$ cat src/rtl/mips_pkg.sv
// mips_pkg: instruction classes, field positions and width defaults shared by the MIPS32 pipeline stages
package mips_pkg;
  localparam int DW_DEF = 32;
  localparam int AW_DEF = 5;
  localparam int NREG_DEF = 2**AW_DEF;
  localparam logic [2:0] CLS_RR = 3'd0;
  localparam logic [2:0] CLS_RI = 3'd1;
  localparam logic [2:0] CLS_LD = 3'd2;
  localparam logic [2:0] CLS_ST = 3'd3;
  localparam logic [2:0] CLS_BR = 3'd4;
  localparam logic [2:0] CLS_HALT = 3'd5;
  localparam int RS_HI = 25;
  localparam int RS_LO = 21;
  localparam int RT_HI = 20;
  localparam int RT_LO = 16;
  localparam int RD_HI = 15;
  localparam int RD_LO = 11;
  function automatic logic class_writes(input logic [2:0] cls);
    return cls == CLS_RR || cls == CLS_RI || cls == CLS_LD;
  endfunction
endpackage

$ cat src/rtl/regfile_2r1w.sv
// regfile_2r1w: NREG x DW register file, one synchronous write port, two asynchronous read ports, R0 reads 0
// Ports: clk; rst (async active-low clear); we/wa/wd write port; ra_a/ra_b read indices; rd_a/rd_b read data.
// WB_BYPASS_EN: when defined, a same-cycle write to a read index is forwarded to that read port (never for R0).
module regfile_2r1w
  import mips_pkg::*;
#(
  parameter int DW = DW_DEF,
  parameter int AW = AW_DEF,
  parameter int NREG = 2**AW
) (
  input  logic          clk,
  input  logic          rst,
  input  logic          we,
  input  logic [AW-1:0] wa,
  input  logic [DW-1:0] wd,
  input  logic [AW-1:0] ra_a,
  input  logic [AW-1:0] ra_b,
  output logic [DW-1:0] rd_a,
  output logic [DW-1:0] rd_b
);
  logic [DW-1:0] mem [NREG];
  always_ff @(posedge clk or negedge rst)
    if (!rst) for (int i = 0; i < NREG; i++) mem[i] <= '0;
    else if (we && wa != '0) mem[wa] <= wd;
`ifdef WB_BYPASS_EN
  always_comb begin
    rd_a = ra_a == '0 ? '0 : (we && wa == ra_a) ? wd : mem[ra_a];
    rd_b = ra_b == '0 ? '0 : (we && wa == ra_b) ? wd : mem[ra_b];
  end
`else
  always_comb begin
    rd_a = ra_a == '0 ? '0 : mem[ra_a];
    rd_b = ra_b == '0 ? '0 : mem[ra_b];
  end
`endif
endmodule

$ cat src/rtl/writeback_regfile_stage.sv
// writeback_regfile_stage: MIPS32 WB stage committing MEM/WB results to the register file, with sticky halt and write counter
// Ports: clk; rst (async active-low); type45/INS45/ALUout45/TLD45 from MEM/WB; rs_addr/rt_addr -> rs_data/rt_data
//        decode read ports; halt_f sticky halt to upstream stages; wb_count committed-write count.
// WB_BYPASS_EN: when defined, the register file forwards the committing value to same-cycle reads.
module writeback_regfile_stage
  import mips_pkg::*;
#(
  parameter int DW = DW_DEF,
  parameter int NREG = NREG_DEF,
  parameter int AW = AW_DEF
) (
  input  logic          clk,
  input  logic          rst,
  input  logic [2:0]    type45,
  input  logic [31:0]   INS45,
  input  logic [DW-1:0] ALUout45,
  input  logic [DW-1:0] TLD45,
  input  logic [AW-1:0] rs_addr,
  input  logic [AW-1:0] rt_addr,
  output logic [DW-1:0] rs_data,
  output logic [DW-1:0] rt_data,
  output logic          halt_f,
  output logic [31:0]   wb_count
);
  typedef enum logic {RUN, HALTED} state_t;
  state_t state, state_n;
  logic [AW-1:0] rd;
  logic [DW-1:0] wdata;
  logic we;
  logic unused_ins;
  assign unused_ins = ^{INS45[31:RT_HI+1], INS45[RD_LO-1:0]};
  always_comb begin
    rd = type45 == CLS_RR ? INS45[RD_HI:RD_LO] : INS45[RT_HI:RT_LO];
    wdata = type45 == CLS_LD ? TLD45 : ALUout45;
    we = class_writes(type45) && rd != '0 && !halt_f;
  end
  always_ff @(posedge clk or negedge rst)
    if (!rst) state <= RUN;
    else state <= state_n;
  always_comb begin
    state_n = state == RUN && type45 == CLS_HALT ? HALTED : state;
    halt_f = state == HALTED;
  end
  always_ff @(posedge clk or negedge rst)
    if (!rst) wb_count <= '0;
    else if (we) wb_count <= wb_count + 32'd1;
  regfile_2r1w #(.DW(DW), .AW(AW), .NREG(NREG)) u_rf (
    .clk(clk),
    .rst(rst),
    .we(we),
    .wa(rd),
    .wd(wdata),
    .ra_a(rs_addr),
    .ra_b(rt_addr),
    .rd_a(rs_data),
    .rd_b(rt_data)
  );
endmodule

$ cat config.mk
export PLATFORM = sky130hd
export DESIGN_NAME = writeback_regfile_stage
export DESIGN_NICKNAME = d
export VERILOG_FILES = /design/src/rtl/mips_pkg.sv /design/src/rtl/regfile_2r1w.sv /design/src/rtl/writeback_regfile_stage.sv
export SDC_FILE = /design/constraint.sdc
export NUM_CORES = 2
export LEC_CHECK = 0
export ABC_AREA = 1
export CAP_MARGIN = 10
export CORE_MARGIN = 4
export CORE_UTILIZATION = 44
export DETAILED_ROUTE_END_ITERATION = 6
export PLACE_DENSITY = 0.64
export SLEW_MARGIN = 15
export SYNTH_ARGS = -nofsm -noshare
export SYNTH_HDL_FRONTEND = slang
export SYNTH_HIERARCHICAL = 1
export SYNTH_SLANG_ARGS = --single-unit
export TNS_END_PERCENT = 50
$ cat constraint.sdc
create_clock -name clk -period 1.9 [get_ports clk]
set_input_delay 0.19 -clock clk [delete_from_list [all_inputs] [get_ports clk]]
set_output_delay 0.19 -clock clk [all_outputs]
set_load 0.02 [all_outputs]
==> flow_summary_export.csv <==
group,metric,value,unit
worst_setup_path,worst_reg2reg_path_length_in_cells,10,
yosys,synth.avg_cell_area,6.85,µm²
clock_network,clock_sink_count,1057,
placed_design,dp_wirelength,159,mm
power_and_ir_drop,combinationalPowerShare,0.152,
yosys,post_synth_inst_count,8813,
clock_network,cts-root-to-sink-buffers,3,
power_and_ir_drop,switching_power,15.8,mW
yosys,yosys.area.top_type,"sky130_fd_sc_hd__dfrtp_1",
worst_setup_path,crit_path_max_incr_delay,270,ps
worst_setup_path,arrival,2150,ps
final_layout,layout_cell_share_with_drive_strength_beyond_1,0.186,
sta,setup_viol,64,
yosys,synth_nets,8925,
drt,wl,247,mm
power_and_ir_drop,clock_power_share,0.448,
power_and_ir_drop,cell_internal_pwr,40.5,mW
sta,report.final.slew_viol_count,0,
yosys,seq_area_frac_synth,0.438,
drt,drt_drc_violations_left,0,
yosys,synth.top_cells.by_area,"sky130_fd_sc_hd__dfrtp_1 (44%), sky130_fd_sc_hd__nand2_1 (19%), sky130_fd_sc_hd__nand3_1 (8.6%)",
drt,avgViaCountPerCell,5.78,
sta,totalNegativeSetupSlack,-20620,ps
yosys,synthDominantCellAreaShare,0.438,
clock_network,tritoncts,"built",
final_layout,design.final.nets,9403,
power_and_ir_drop,powerDensity,723,nW/µm²
sta,final.hold.worst_slack,102,ps
drt,detail_route.iter0.violations,8355,
global_routing,global_route.usage.total,0.337,
clock_network,clk-insertion-delay-late,780,ps
global_routing,antenna_found_initial,3,
sta,skew,31.3,ps
final_layout,area_growth_syn_to_layout,28.8,%
sta,actual_slew_at_the_worst_max_slew_pin,787,ps
yosys,syn-cell-area,60400,µm²
yosys,synth_register_bits,1057,
final_layout,multi_input_comb_area,30600,µm²
worst_setup_path,crit_path_max_fanout,54,
sta,layout_min_cycle_time,2340,ps
worst_setup_path,cp_top_family,"buffers and inverters",
sta,worst_slew_margin_relative_to_its_limit,0.474,
clock_network,cts.htree.levels,3,
outcome,status,"finished with violations",
global_routing,grt_max_degree,98,
yosys,yosysWarnings,6,
drt,wl_per_cell,22.1,µm
floorplanning,dieArea,143000,µm²
global_routing,overflow,0,
placed_design,io_buffers,185,
floorplanning,floorplan.die.width,378,µm
worst_setup_path,worst_r2r_end,"u_rf/mem[686]$_DFFE_PN0P_",
worst_setup_path,worstSetupStartpointType,"input port",
global_routing,via_count_of_the_first_global_routing_pass,60535,
worst_setup_path,setup.worst_path.end_class,"primary output",
yosys,yosysUniqueCellTypes,33,
global_routing,wire_length_of_the_first_global_routing_pass,371,mm
power_and_ir_drop,sequential_share_of_power,0.400,
clock_network,clkSlewWorstSetupHoldPaths,60,ps
placed_design,routabilityCongestion,0.924,
sta,post-route-period-util,1.23,
drt,route.vias.total,64637,
worst_setup_path,r2r_slack,120,ps
worst_setup_path,critical_path_buf_inv_count,6,
power_and_ir_drop,sw_frac_of_total,0.280,
power_and_ir_drop,power.ir.vdd_worst,0.779,mV
drt,ant_nets,0,
clock_network,clock_tree_root,"sky130_fd_sc_hd__clkbuf_16",
floorplanning,ios,208,
floorplanning,initial_core_util,0.444,
final_layout,ff_latch_area,26500,µm²
clock_network,cts_inserted_buffers,119,
worst_setup_path,worstReg2RegStart,"halt_f$_DFFE_PN0P_",
worst_setup_path,wp_data_required,1710,ps
final_layout,utilization,0.572,
min_path,hold_path.class,"input port to asynchronous set/reset pin",
worst_setup_path,critical-path-slowest-cell,"sky130_fd_sc_hd__buf_12",
floorplanning,placementRows,135,
floorplanning,design.core.area,136000,µm²
sta,finalHoldViolations,0,
sta,rsz0062_at_grt,"true",
final_layout,n_fill_cell,12528,
run,timing.max_cap.violations,0,
sta,setup_ws,-444,ps
floorplanning,die_h,378,µm
worst_setup_path,path_cells,"buf_8 -> buf_12 -> buf_12 -> buf_12 -> nand2_1 -> o211ai_1 -> nand2_1 -> nand2_1 -> nand3_1 -> nor2_1 -> nor2_2 -> buf_6 -> buf_6",
sta,fmax,427,MHz
worst_setup_path,worst-setup-path-type,"input port to primary output",
outcome,failing_checks,"setup timing",
drt,first_pass_iters,6,
power_and_ir_drop,leakage,37.0,nW
synth_stat cells:
library cell,count
sky130_fd_sc_hd__clkbuf_2,18
sky130_fd_sc_hd__nand2_1,2980
sky130_fd_sc_hd__xnor2_1,3
sky130_fd_sc_hd__nand2_4,5
sky130_fd_sc_hd__buf_1,58
sky130_fd_sc_hd__a21oi_1,450
sky130_fd_sc_hd__xor2_1,2
sky130_fd_sc_hd__nand3b_1,11
sky130_fd_sc_hd__nand3_1,1034
sky130_fd_sc_hd__o21ai_0,989
sky130_fd_sc_hd__nor2_2,5
sky130_fd_sc_hd__buf_6,1
sky130_fd_sc_hd__nand3_4,1
sky130_fd_sc_hd__nor3_2,2
sky130_fd_sc_hd__clkinv_1,3
sky130_fd_sc_hd__nand3_2,3
sky130_fd_sc_hd__dfrtp_1,1057
sky130_fd_sc_hd__clkbuf_1,482
sky130_fd_sc_hd__o211ai_1,201
sky130_fd_sc_hd__nor4_4,2
sky130_fd_sc_hd__nand2_2,4
sky130_fd_sc_hd__nor2_1,656
sky130_fd_sc_hd__inv_2,7
sky130_fd_sc_hd__buf_4,5
sky130_fd_sc_hd__nand4_1,27
sky130_fd_sc_hd__buf_2,172
sky130_fd_sc_hd__inv_4,1
sky130_fd_sc_hd__mux2_2,32
sky130_fd_sc_hd__nor3_1,9
sky130_fd_sc_hd__o21ai_1,37
sky130_fd_sc_hd__ha_1,1
sky130_fd_sc_hd__inv_1,541
sky130_fd_sc_hd__nor2_4,14
final cells by class:
class	instances	share of cell area
sequential	1057	0.340
antenna	2	0.0000644
clock buffer	169	0.0441
clock inverter	56	0.0108
multi-input combinational	6468	0.394
inverter	552	0.0272
timing repair buffer	1093	0.155
tap	1781	0.0287
flip-flops by register name (all words and copies together), names as in the netlist:
register  flops
u_rf/mem   1024
wb_count     32
halt_f        1
tightest hold or removal path, cell delays in order:
cell and delay [ps]:
sky130_fd_sc_hd__dlygate4sd3_1 570, sky130_fd_sc_hd__buf_8 220, sky130_fd_sc_hd__buf_12 210
power groups by stage:
stage / Clock, mW / Combinational [mW] / Sequential (mW)
2_1_floorplan: 0 / 3.54 / 22.9
3_3_place_gp: 0 / 7.83 / 22.9
3_5_place_dp: 0 / 7.84 / 22.9
4_1_cts: 25.4 / 8.08 / 22.5
5_1_grt: 26.3 / 9.04 / 22.5
6_report: 25.2 / 8.55 / 22.5
what timing repair did:
action / 4_1_cts / 5_1_grt
endpoints found under the hold margin: 1057 / 1
endpoints found under the setup margin: 97 / 591
hold buffers: 2 / 2
gates cloned: 0 / 2
gates resized for setup: 531 / 439
pin swaps: 178 / 322
buffers inserted: 26 / 68
cell usage in the layout (no fill, tap or decap), types with 76 or more instances in the layout:
cell type and n:
sky130_fd_sc_hd__inv_1 495, sky130_fd_sc_hd__nand3_1 936, sky130_fd_sc_hd__nor2_2 117, sky130_fd_sc_hd__nand2_1 2877, sky130_fd_sc_hd__o21ai_0 841, sky130_fd_sc_hd__o21ai_1 179
sky130_fd_sc_hd__buf_4 622, sky130_fd_sc_hd__a21oi_1 374, sky130_fd_sc_hd__dfrtp_1 1054, sky130_fd_sc_hd__o211ai_1 201, sky130_fd_sc_hd__buf_6 95, sky130_fd_sc_hd__buf_12 254
sky130_fd_sc_hd__nor2_1 495, sky130_fd_sc_hd__clkbuf_16 122, sky130_fd_sc_hd__a21oi_2 76, sky130_fd_sc_hd__nand3_2 93, sky130_fd_sc_hd__nand2_2 99
cell families after synthesis:
group           count (synthesis)  share of synthesized area
buf+inv                      1288                     0.0845
mux                            32                    0.00597
flops                        1057                      0.438
compound gates               1677                      0.147
xor+xnor                        5                   0.000726
fa+ha+maj                       1                   0.000207
simple gates                 4753                      0.323
through the flow:
step	instances	setup WS, ps	power (mW)	instance area [µm²]
detailed placement	10866	-751	30.8	71000
global placement	10866	-700	30.7	71000
global route	11176	-559	57.8	77700
finish	11178	-444	56.2	77700
floorplan	8813	-229	26.5	60800
CTS	11112	-479	56.0	75900
per-layer routing:
layer / vias up / part of all wire / GRT usage
met5: - / 0.000032 / 0
met4: 2 / 0.046 / 0.139
met3: 690 / 0.12 / 0.0794
met2: 3832 / 0.43 / 0.503
li1: 29490 / - / -
met1: 30623 / 0.41 / 0.471
worst max-delay path by stage:
stage | endpoint | from | slack (ps) | cells after the start
global route | rs_data[10] | u_rf/mem[74]$_DFFE_PN0P_ | -560 | 10
floorplan | u_rf/mem[301]$_DFFE_PN0P_ | type45[0] | -230 | 15
CTS | rs_data[29] | u_rf/mem[605]$_DFFE_PN0P_ | -480 | 10
finish | rs_data[8] | rs_addr[0] | -440 | 13
global placement | u_rf/mem[473]$_DFFE_PN0P_ | type45[0] | -700 | 16
detailed placement | u_rf/mem[629]$_DFFE_PN0P_ | type45[0] | -750 | 13
No activity file was read; power rests on OpenSTA's default activity.
